$ cat src/rtl/fwd_scoreboard.sv
// fwd_scoreboard
// Bypass and hazard controller sitting at the ID/EX boundary. Tracks the
// in-flight writers of the last DEPTH advancing cycles in a shift register and,
// for each source operand of the issuing instruction, picks the youngest
// in-flight producer of that register. A ready producer is forwarded from its
// stage. A producer that is not ready yet raises a stall.
//
// Ports:
//   clk          rising-edge clock
//   rst          asynchronous active-high reset (clears all entries and the counter)
//   hold         global freeze: no shift, no load, counter frozen
//   issue_valid  instruction present at ID/EX
//   issue_wen    issuing instruction writes issue_rd
//   issue_rd     destination register of the issuing instruction
//   issue_lat    cycles after issue until the result reaches a bypass path
//   src_rs       packed source registers, field i = [i*REG_AW +: REG_AW]
//   src_used     source i is actually read
//   fwd_sel      per-source select: 0 = regfile, k = bypass from stage k
//   stall        issuing instruction must wait; a bubble enters stage 1
//   stall_count  saturating count of cycles with stall=1 and hold=0
module fwd_scoreboard #(
  parameter int DEPTH   = 2,
  parameter int NUM_SRC = 2,
  parameter int REG_AW  = 5,
  parameter int LAT_W   = 2,
  parameter int SEL_W   = $clog2(DEPTH + 1)
) (
  input  logic                       clk,
  input  logic                       rst,
  input  logic                       hold,
  input  logic                       issue_valid,
  input  logic                       issue_wen,
  input  logic [REG_AW-1:0]          issue_rd,
  input  logic [LAT_W-1:0]           issue_lat,
  input  logic [NUM_SRC*REG_AW-1:0]  src_rs,
  input  logic [NUM_SRC-1:0]         src_used,
  output logic [NUM_SRC*SEL_W-1:0]   fwd_sel,
  output logic                       stall,
  output logic [31:0]                stall_count
);

  // In-flight writer entries, stage 1 (youngest) .. DEPTH (oldest)
  logic              v_r   [1:DEPTH];
  logic [REG_AW-1:0] rd_r  [1:DEPTH];
  logic [SEL_W-1:0]  lat_r [1:DEPTH];
  logic [31:0]       stall_count_r;

  logic [SEL_W-1:0]         eff_lat_s;
  logic [DEPTH:1]           match_s   [NUM_SRC];
  logic [NUM_SRC-1:0]       hit_s;
  logic [SEL_W-1:0]         hit_k_s   [NUM_SRC];
  logic [SEL_W-1:0]         hit_lat_s [NUM_SRC];
  logic [NUM_SRC-1:0]       hazard_s;
  logic [NUM_SRC*SEL_W-1:0] fwd_sel_s;
  logic                     stall_s;
  logic                     load_s;

  // Normalise the issue latency into 1..DEPTH: zero means one cycle, and a
  // producer slower than the bypass window is ready at the last stage anyway.
  always_comb begin
    eff_lat_s = SEL_W'(32'd1);
    if (issue_lat == {LAT_W{1'b0}}) begin
      eff_lat_s = SEL_W'(32'd1);
    end else if (32'(issue_lat) > 32'(DEPTH)) begin
      eff_lat_s = SEL_W'(DEPTH);
    end else begin
      eff_lat_s = SEL_W'(issue_lat);
    end
  end

  // Per source and stage: does that stage hold a live writer of this source?
  always_comb begin
    for (int i = 0; i < NUM_SRC; i++) begin
      match_s[i] = '0;
      for (int k = 1; k <= DEPTH; k++) begin
        match_s[i][k] = src_used[i] && v_r[k] &&
                        (rd_r[k] == src_rs[i*REG_AW +: REG_AW]) &&
                        (src_rs[i*REG_AW +: REG_AW] != {REG_AW{1'b0}});
      end
    end
  end

  // Youngest match wins; it is forwarded only if it has reached its latency,
  // otherwise the source is a hazard (an older ready copy must not mask it).
  always_comb begin
    hit_s     = '0;
    fwd_sel_s = '0;
    hazard_s  = '0;
    for (int i = 0; i < NUM_SRC; i++) begin
      hit_k_s[i]   = '0;
      hit_lat_s[i] = '0;
      // Scan oldest to youngest so the youngest match overwrites the rest.
      for (int k = DEPTH; k >= 1; k--) begin
        hit_s[i]     = match_s[i][k] | hit_s[i];
        hit_k_s[i]   = match_s[i][k] ? SEL_W'(k) : hit_k_s[i];
        hit_lat_s[i] = match_s[i][k] ? lat_r[k]  : hit_lat_s[i];
      end
      if (!hit_s[i]) begin
        fwd_sel_s[i*SEL_W +: SEL_W] = '0;
      end else if (hit_k_s[i] >= hit_lat_s[i]) begin
        fwd_sel_s[i*SEL_W +: SEL_W] = hit_k_s[i];
      end else begin
        hazard_s[i] = 1'b1;
      end
    end
    stall_s = issue_valid & (|hazard_s);
    load_s  = issue_valid & ~stall_s & issue_wen & (issue_rd != {REG_AW{1'b0}});
  end

  // Shift register of in-flight writers; a stalled or idle slot enters as a bubble.
  always_ff @(posedge clk or posedge rst) begin
    if (rst) begin
      for (int k = 1; k <= DEPTH; k++) begin
        v_r[k]   <= 1'b0;
        rd_r[k]  <= '0;
        lat_r[k] <= '0;
      end
    end else if (!hold) begin
      for (int k = DEPTH; k >= 2; k--) begin
        v_r[k]   <= v_r[k-1];
        rd_r[k]  <= rd_r[k-1];
        lat_r[k] <= lat_r[k-1];
      end
      v_r[1]   <= load_s;
      rd_r[1]  <= issue_rd;
      lat_r[1] <= eff_lat_s;
    end
  end

  // Saturating stall-cycle counter; frozen during hold.
  always_ff @(posedge clk or posedge rst) begin
    if (rst) begin
      stall_count_r <= 32'd0;
    end else if (stall_s && !hold && (stall_count_r != 32'hFFFF_FFFF)) begin
      stall_count_r <= stall_count_r + 32'd1;
    end
  end

  assign fwd_sel     = fwd_sel_s;
  assign stall       = stall_s;
  assign stall_count = stall_count_r;

endmodule

$ cat config.mk
export PLATFORM = sky130hd
export DESIGN_NAME = fwd_scoreboard
export DESIGN_NICKNAME = d
export VERILOG_FILES = /design/src/rtl/fwd_scoreboard.sv
export SDC_FILE = /design/constraint.sdc
export NUM_CORES = 1
export LEC_CHECK = 0
export BUFFER_PORTS_ARGS = -buffer_cell sky130_fd_sc_hd__buf_2
export CAP_MARGIN = 30
export CORE_UTILIZATION = 54
export DETAILED_ROUTE_END_ITERATION = 8
export PLACE_DENSITY = 0.8
export SETUP_SLACK_MARGIN = 0.3
export SLEW_MARGIN = 20
export SYNTH_ARGS = -nofsm -noshare
export SYNTH_HDL_FRONTEND = slang
export SYNTH_SLANG_ARGS = --single-unit
$ cat constraint.sdc
create_clock -name clk -period 3.5 [get_ports clk]
set_input_delay 0 -clock clk [delete_from_list [all_inputs] [get_ports clk]]
set_output_delay 0 -clock clk [all_outputs]
set_load 0.05 [all_outputs]
Word level (Yosys, flattened, before mapping) --
Cells that the tools add are included.
Operators by class: add/sub/neg operators 1, order comparisons 3, equality and inequality tests 5, muxes and demuxes 18, bitwise gates (word level) 7, reductions and logical operators 20
Operator list (count):
- $add 32x1->32 const B | 1
- $ne 32x32->1 const B | 1
- $mux 2 | 14
- $eq 5x5->1 | 4
- $reduce_bool 5->1 | 3
- $logic_and 1x1->1 | 14
- $and 1x1->1 | 4
- $ge 2x2->1 | 2
- $mux 1 | 4
- $gt 2x2->1 const B | 1
- $logic_not 2->1 | 1
- $or 1x1->1 | 2
- $reduce_or 2->1 | 1
- $logic_not 1->1 | 1
- $not 1->1 | 1
Storage, ports and cells: bits in registers 48, bits of input ports 24, output and inout bits 37, word-level logic and storage cells 61

Logic depth before layout (Yosys ltp) --
Gate-level depths: netlist of the first run.
depth after elaboration 14, gate-level depth with buffers 11, mapped depth without buffers 10

Worst setup path after synthesis of the first run --
No wires, ideal clock.
kind reg2out, start point register rd_r[5] in the netlist's numbering, end point output stall, arrival time 2.622 ns, required time 3.500 ns, setup slack 0.878 ns, stages on the path, launching flop included 11, buffers on the path 1, cell sequence dfrtp_1 -> xnor2_1 -> nand4_1 -> nor3_1 -> nor2_1 -> a22oi_1 -> ha_1 -> o21ai_2 -> a22oi_2 -> buf_2 -> nor2b_1
On the way: word-level cells in the longest chain between the ends 9, elaborated cells on any way between the ends 20, classes of those cells order compare: 2; eq/ne: 2; mux: 8; bitwise: 3; reduce/logical: 5
RTL lines:
- start: declaration | RTL line 44 | logic [REG_AW-1:0] rd_r [1:DEPTH];
- start signal: indexed assignment | RTL line 121 | rd_r[k] <= rd_r[k-1];
- $eq 5x5->1 | RTL line 77 | (rd_r[k] == src_rs[i*REG_AW +: REG_AW]) &&
- $logic_and 1x1->1 | RTL line 76 | match_s[i][k] = src_used[i] && v_r[k] &&
- $logic_and 1x1->1 | RTL line 77
- $mux 2 (on tied branches) | RTL line 95, 96
- $ge 2x2->1 | RTL line 100 | end else if (hit_k_s[i] >= hit_lat_s[i]) begin
- $mux 1 | RTL line 100
- $mux 1 | RTL line 98 | if (!hit_s[i]) begin
- $reduce_or 2->1 (*) | RTL line 106 | stall_s = issue_valid & (|hazard_s);
- $and 1x1->1 (*) | RTL line 106
- end: declaration | RTL line 38 | output logic stall,
Mark *: on every way between the ends. The rest lies on a longest branch, timed or not.

Worst setup path after layout of the first run --
start point register rd_r[7] in the netlist's numbering, end point register stall_count_r[1] (netlist: stall_count[1])
On the way: word-level cells in the longest chain between the ends 11, elaborated cells on any way between the ends 22, classes of those cells order compare: 2; eq/ne: 2; mux: 8; bitwise: 3; reduce/logical: 7
RTL lines:
- $eq 5x5->1 | RTL line 77
- $logic_and 1x1->1 | RTL line 76
- $logic_and 1x1->1 | RTL line 77
- $mux 2 (on tied branches) | RTL line 95, 96
- $ge 2x2->1 | RTL line 100
- $mux 1 | RTL line 100
- $mux 1 | RTL line 98
- $reduce_or 2->1 (*) | RTL line 106
- $and 1x1->1 (*) | RTL line 106
- $logic_and 1x1->1 (*) (2 in series) | RTL line 134 | end else if (stall_s && !hold && (stall_count_r != 32'hFFFF_FFFF)) begin
- end signal: assignment | RTL line 135 | stall_count_r <= stall_count_r + 32'd1;
- end: declaration | RTL line 46 | logic [31:0] stall_count_r;
Marked as above. A chain may end at the register's enable or synchronous reset.

==> results.yml, run 1 <==
clock_network:
  clk_pin_slew_ns: 0.08
  clockBufferDepth: 2
  clock_sinks: 48
  clock_latency_ns: 0.30
  ctsResizeCount: 0
  cts_max_level: 2
  cts_tree: "yes"
  cts_buffers: 5
  cts_root_buf: "clkbuf_8"
synth:
  ys_warn_count: 0
  synth-simple-area-share_pct: 26.8
  synth_area_leaders: "dfrtp_1, xor2_1, nor4_2"
  synth.most_common_cell: "dfrtp_1"
  synth_area_mm2: 0.00277
  synth_cells: 252
  synth_top_area_share_pct: 43.4
  synthMuxAreaShare_pct: 6.06
  synth_flop_cell: "dfrtp_1"
  ys_top_cells_by_count: "dfrtp_1, xor2_1, nor4_2"
  synth_largest_area_cell: "dfrtp_1"
  synth_compound_area_share_pct: 3.75
  synthArstFlopShare_pct: 100
  synth-xor-area-share_pct: 16.1
  ys_types: 41
  ys_ff_latch: 48
  synth_edf_count: 0
  synthAdderAreaFrac_pct: 1.36
  synth_top_family_by_area: "simple AND/OR/NAND/NOR gates"
  seq_area_frac_synth_pct: 43.4
  syn_avg_cell_area_um2: 11.0
  syn-num-nets: 279
global_routing:
  grt_pass1_vias: 2191
  antenna_found_initial: 0
  grt_usage_pct: 25.0
  overflow: 0
  grt_max_degree: 30
  grt_pass1_wl_um: 10200
min_path:
  min_to: "v_r[1]"
  hold_path.class: "primary input to register"
  holdCritStartpoint: "hold"
  whs_path_depth: 3
critical_path:
  regToRegSetupSlack_ns: 0.52
  worstPathRequired_ns: 3.69
  slowest_delay_ns: 0.45
  path_buf_inv: 1
  worst_setup_path_start_kind: "register"
  r2r_end: "stall_count[1]"
  cp_slowest_cell: "nor3_1"
  crit_type: "register to register"
  arrival_ns: 3.17
  r2r-start: "rd_r[7]"
  worstRegToRegCells: 11
  crit_path_cell_trace: "xnor2_1 > nand4_1 > nor3_1 > nor2_1 > a22oi_1 > ha_1 > o21ai_2 > a22oi_2 > buf_12 > nor3_1 > mux2_2"
  cp_max_fo: 11
  crit_top_cell: "nor3_1"
  cp-end-kind: "register"
  crit_family: "simple AND/OR/NAND/NOR gates"
placement:
  dp.final_hpwl_um: 4340
  post_dp_cell_area_mm2: 0.00317
  placed_cells: 377
  gp_congestion: 0.804
  place_worst_setup_slack_ns: 0.389
  port_buffers: 59
routing:
  wl_um: 6000
  routedWlPerCell_um: 15.2
  vias_per_cell: 5.63
  drtPass1Iterations: 4
  num_vias: 2218
  drt_iter0_drc: 65
  antenna_left: 0
  drc: 0
timing:
  rsz0062_at_grt: "no"
  finalClockSkew_ns: 0.00613
  fin_crit_sh_pct: 85.2
  worst_slew_pin_slew_ns: 0.640
  whs_ns: 0.158
  fin_tns_setup_ns: 0
  setup_ws_ns: 0.518
  slew_headroom_pct: 57.4
  final.min_clock_period_ns: 2.98
  finalSetupViolCount: 0
  maxSlewViolCount: 0
  max_clock_freq_mhz: 335
  hold_viol: 0
pwr:
  power_mw: 1.05
  power.leakage_nw: 1.63
  ir_drop_mv: 0.241
  powerDensity_mw_per_mm2: 314
floorplanning:
  core-area_mm2: 0.00482
  die_width_um: 73.6
  initial_core_util_pct: 57.5
  dieHeight_um: 73.6
  dieArea_mm2: 0.00542
  rows: 25
  num_io_pins: 61
final_layout:
  layoutNonFillerInstCount: 394
  final_area_mm2: 0.00335
  drive_above_1_share_pct: 36.1
  regArea_mm2: 0.00120
  fill_cells: 397
  fin_util_pct: 69.6
  n_antenna_cell: 0
  multi_input_area_mm2: 0.00150
  nNetsFinal: 354
  syn_to_final_growth_pct: 21.2
job:
  cap_violations: 0
outcome:
  outcome: "completed"
==> worst register-to-register path, cell delays in order (launching register included) <==
cell     delay (ns)
dfrtp_1        0.44
xnor2_1        0.19
nand4_1        0.12
nor3_1         0.45
nor2_1         0.14
a22oi_1        0.17
ha_1           0.28
o21ai_2        0.08
a22oi_2        0.14
buf_12         0.17
nor3_1         0.32
mux2_2         0.38
==> power breakdown <==
part	switching (mW)	internal (mW)
registers	0.0259	0.578
logic	0.0736	0.0691
clock network	0.169	0.136
total	0.269	0.783
==> registers in the layout, summed over array words and instances (netlist names) <==
name	cells
rd_r	10
v_r	2
lat_r	4
stall_count	32
==> placed cells by master, fill, tap and decap left out, types with 4 or more instances in the layout <==
cell / n
xor2_1: 36
nor3_1: 12
clkbuf_8: 5
buf_4: 8
a21oi_1: 4
or4_1: 4
nand2_1: 14
nand3_1: 13
inv_1: 4
dlygate4sd3_1: 8
nor2_1: 10
nand4_1: 14
mux2_2: 14
nor4_1: 4
nor4_2: 16
xnor2_1: 15
dfrtp_1: 48
buf_2: 59
==> cell families after synthesis <==
kind of cell / Yosys count
AO/OA/AOI/OAI: 14
buffers and inverters: 14
adder cells (fa/ha/maj): 3
flip-flops: 48
multiplexers: 15
AND/OR/NAND/NOR: 107
XOR/XNOR: 51
==> repair_timing <==
| item | in CTS | in global routing |
|---|---|---|
| buffers inserted | 2 | 0 |
| hold endpoints to repair | 27 | 0 |
| endpoints found under the setup margin | 1 | 0 |
| hold buffers | 8 | 0 |
==> worst max path at each step <==
stage | to | startpoint | slack (ns) | cells after the start
floorplan | stall | rd_r[5] | 0.88 | 10
global placement | stall_count[8] | rd_r[2] | 0.46 | 11
detailed placement | stall_count[8] | rd_r[4] | 0.39 | 11
CTS | stall_count[1] | rd_r[7] | 0.52 | 11
global route | stall_count[1] | rd_r[7] | 0.34 | 11
finish | stall_count[1] | rd_r[7] | 0.52 | 11
==> final cells by class <==
class                   count  area share, %
multi-input cells         190           44.6
clock inverters             1          0.149
repair buffers             77           14.2
inverters                   5          0.559
clock buffers               6           2.16
flip-flops and latches     48           35.8
well taps                  67           2.50
==> per-layer routing <==
| layer | track usage (%) | vias to the layer above | wire, µm |
|---|---|---|---|
| met1 | 31.6 | 1074 | 2620 |
| met4 | 10.9 | 0 | 111 |
| met2 | 42.4 | 59 | 3030 |
| met3 | 3.98 | 11 | 240 |
| met5 | 0 | - | 0 |
| li1 | - | 1074 | - |
Power figures use the tool's default switching activity.
==> run 2, diff against run 1 <==
--- a/config.mk
+++ b/config.mk
@@ -5,11 +5,13 @@
 export SDC_FILE = /design/constraint.sdc
 export NUM_CORES = 1
 export LEC_CHECK = 0
+export ABC_AREA = 1
 export BUFFER_PORTS_ARGS = -buffer_cell sky130_fd_sc_hd__buf_2
 export CAP_MARGIN = 30
-export CORE_UTILIZATION = 54
+export CORE_UTILIZATION = 56
 export DETAILED_ROUTE_END_ITERATION = 8
-export PLACE_DENSITY = 0.8
+export PLACE_DENSITY = 0.81
+export RECOVER_POWER = 25
 export SETUP_SLACK_MARGIN = 0.3
 export SLEW_MARGIN = 20
 export SYNTH_ARGS = -nofsm -noshare
==> run 2 against run 1 <==
  * Register-to-register slack better by 0.16 ns
  * Via count up 48%
  * Area after synthesis up 19%
  * Sequential power down 2%
  * Sequential share of layout area down 4.2 points
  * Cell count up 57%
  * Clock-buffer cell count unchanged
  * Flip-flop and latch count unchanged
  * Critical path depth up 5
  * Utilization down 1.5 points
  * Critical path type unchanged
  * Critical endpoint is now stall_count[13]
==> results.yml, run 2 <==
outcome:
  outcome: "completed"
pwr:
  p_int_mw: 0.830
  power.switching_mw: 0.281
  power_mw: 1.11
  power.leakage_nw: 2.07
  clkPwrFrac_pct: 35.6
  switching_share_pct: 25.3
  combinationalPowerShare_pct: 11.3
  powerDensity_mw_per_mm2: 293
  ir_drop_mv: 0.226
  p_seq_share_pct: 53.1
synth:
  synth_flop_cell: "dfrtp_1"
  synthArstFlopShare_pct: 100
  syn-num-nets: 510
  synth_cells: 483
  synth.most_common_cell: "nand2_1"
  seq_area_frac_synth_pct: 36.5
  ys_top_cells_by_count: "nand2_1, dfrtp_1, nand3_1, nor2_1, inv_1"
  synth_area_mm2: 0.00329
  ys_ff_latch: 48
  synth_area_leaders: "dfrtp_1, nand2_1, nand3_1"
  ys_types: 30
  synth_edf_count: 0
  synth_top_area_share_pct: 36.5
  synth_largest_area_cell: "dfrtp_1"
  syn_avg_cell_area_um2: 6.82
  ys_warn_count: 0
final_layout:
  syn_to_final_growth_pct: 15.3
  final_common_cell: "nand2_1"
  largest_reg_flops: 32
  fin_util_pct: 68.1
  n_antenna_cell: 0
  layout_common_cells: "nand2_1, buf_2, nand3_1, nor2_1, dfrtp_1"
  drive_above_1_share_pct: 16.3
  nNetsFinal: 572
routing:
  routedWlPerCell_um: 13.3
  num_vias: 3292
  drtPass1Iterations: 5
  drc: 0
  wl_um: 8240
  drt_iter0_drc: 128
  vias_per_cell: 5.33
  antenna_left: 0
critical_path:
  cp-end-kind: "register"
  worstPathRequired_ns: 3.70
  worst_setup_path_start_kind: "register"
  crit_type: "register to register"
  arrival_ns: 3.02
  cp_max_fo: 34
floorplanning:
  initial_core_util_pct: 59.1
  dieArea_mm2: 0.00619
  die_width_um: 78.7
  dieHeight_um: 78.7
  rows: 27
  num_io_pins: 61
  core-area_mm2: 0.00557
clock_network:
  clk_pin_slew_ns: 0.08
  clockBufferDepth: 2
  clock_sinks: 48
  cts_tree: "yes"
  clock_latency_ns: 0.31
  ctsResizeCount: 0
  cts_max_level: 2
  cts_buffers: 5
  cts_root_buf: "clkbuf_8"
placement:
  port_buffers: 59
  dp.final_hpwl_um: 6280
  gp_congestion: 0.972
global_routing:
  overflow: 0
  grt_max_degree: 35
  antenna_found_initial: 0
  grt_usage_pct: 28.9
  grt_pass1_vias: 3102
  grt_pass1_wl_um: 13900
timing:
  slew_headroom_pct: 46.0
  fin_tns_setup_ns: 0
  fin_crit_sh_pct: 80.7
  finalSetupViolCount: 0
  final.min_clock_period_ns: 2.82
  rsz0062_at_grt: "no"
  finalClockSkew_ns: 0.00833
  max_clock_freq_mhz: 354
  maxSlewViolCount: 0
  hold_viol: 0
  worst_slew_pin_slew_ns: 0.810
job:
  cap_violations: 0
min_path:
  hold_path.class: "primary input to register"
==> run 2: cell count changes after synthesis, moves of 5 or more <==
cell     before  now
nand2_1      14  169
mux2_2       14    0
nor4_2       16    1
nand3_1      13   48
nand2_2       0   12
inv_1         5   44
nor2_1       10   48
o21ai_0       1   18
buf_2         1    6
xor2_1       36   21
inv_2         0    5
==> run 2: worst paths after layout <==
kind	from	slack (ns)	depth (start not counted)	to
max in group asynchronous	rst	2.49	4	stall_count[11]
worst max register to register	rd_r[0]	0.68	16	stall_count[13]
min in group asynchronous	rst	0.39	3	stall_count[31]
worst min register to register	lat_r[1]	0.50	2	lat_r[1]
worst min-delay path	issue_wen	0.02	3	v_r[1]
worst max-delay path	rd_r[0]	0.68	16	stall_count[13]
==> run 2: metrics by stage <==
step | setup WS (ns) | hold WS [ns] | cell area [µm²] | cells
2_1_floorplan | 1.02 | 0.121 | 3290 | 483
3_3_place_gp | 0.900 | 0.241 | 3600 | 602
3_5_place_dp | 0.731 | 0.0270 | 3620 | 603
4_1_cts | 0.705 | 0.0163 | 3800 | 618
5_1_grt | 0.413 | 0.0344 | 3800 | 618
6_report | 0.676 | 0.0219 | 3800 | 618
==> run 2: power groups by stage <==
stage | clock network [mW] | logic, mW | registers (mW)
floorplan | 0 | 0.0814 | 0.597
global placement | 0 | 0.114 | 0.600
detailed placement | 0 | 0.120 | 0.601
CTS | 0.406 | 0.127 | 0.590
global route | 0.419 | 0.146 | 0.593
finish | 0.396 | 0.125 | 0.590
==> run 2: critical path: stages, from the launching register on <==
cell	delay (ns)
dfrtp_1	0.41
inv_1	0.07
nand2_1	0.06
nand2_1	0.06
nor2_1	0.08
nand2_1	0.05
nor2_1	0.20
inv_1	0.10
o21ai_0	0.16
o21ai_0	0.13
ha_1	0.29
nand2_1	0.10
nand3_2	0.10
nand2_4	0.33
nand2_4	0.32
nand2_1	0.16
nand2_1	0.06
==> run 2: cell families after synthesis <==
group	synth area share [%]
AND/OR/NAND/NOR	40.9
buffers and inverters	7.98
flip-flops	36.5
XOR/XNOR	8.51
AO/OA/AOI/OAI	4.98
adder cells (fa/ha/maj)	1.14
==> run 2: metal layers <==
metal  global-route usage [%]  vias to the layer above  wire (µm)
met5                        0                        -          0
met3                     4.53                       19        386
met2                     51.9                       87       4180
met1                     34.5                     1535       3440
li1                         -                     1651          -
met4                     10.9                        0        232
==> run 2: layout make-up <==
cell class                      instances  area [µm²]
Tap cell                               72        90.1
Sequential cell                        48        1200
Fill cell                             531        1780
Clock inverter                          2        35.0
Clock buffer                            6        72.6
Timing Repair Buffer                   67         385
Inverter                               49         184
Multi-Input combinational cell        374        1830
==> run 2: repair_timing <==
action | CTS | global route
buffers inserted | 0 | 0
hold endpoints to repair | 25 | 0
hold buffers | 7 | 0
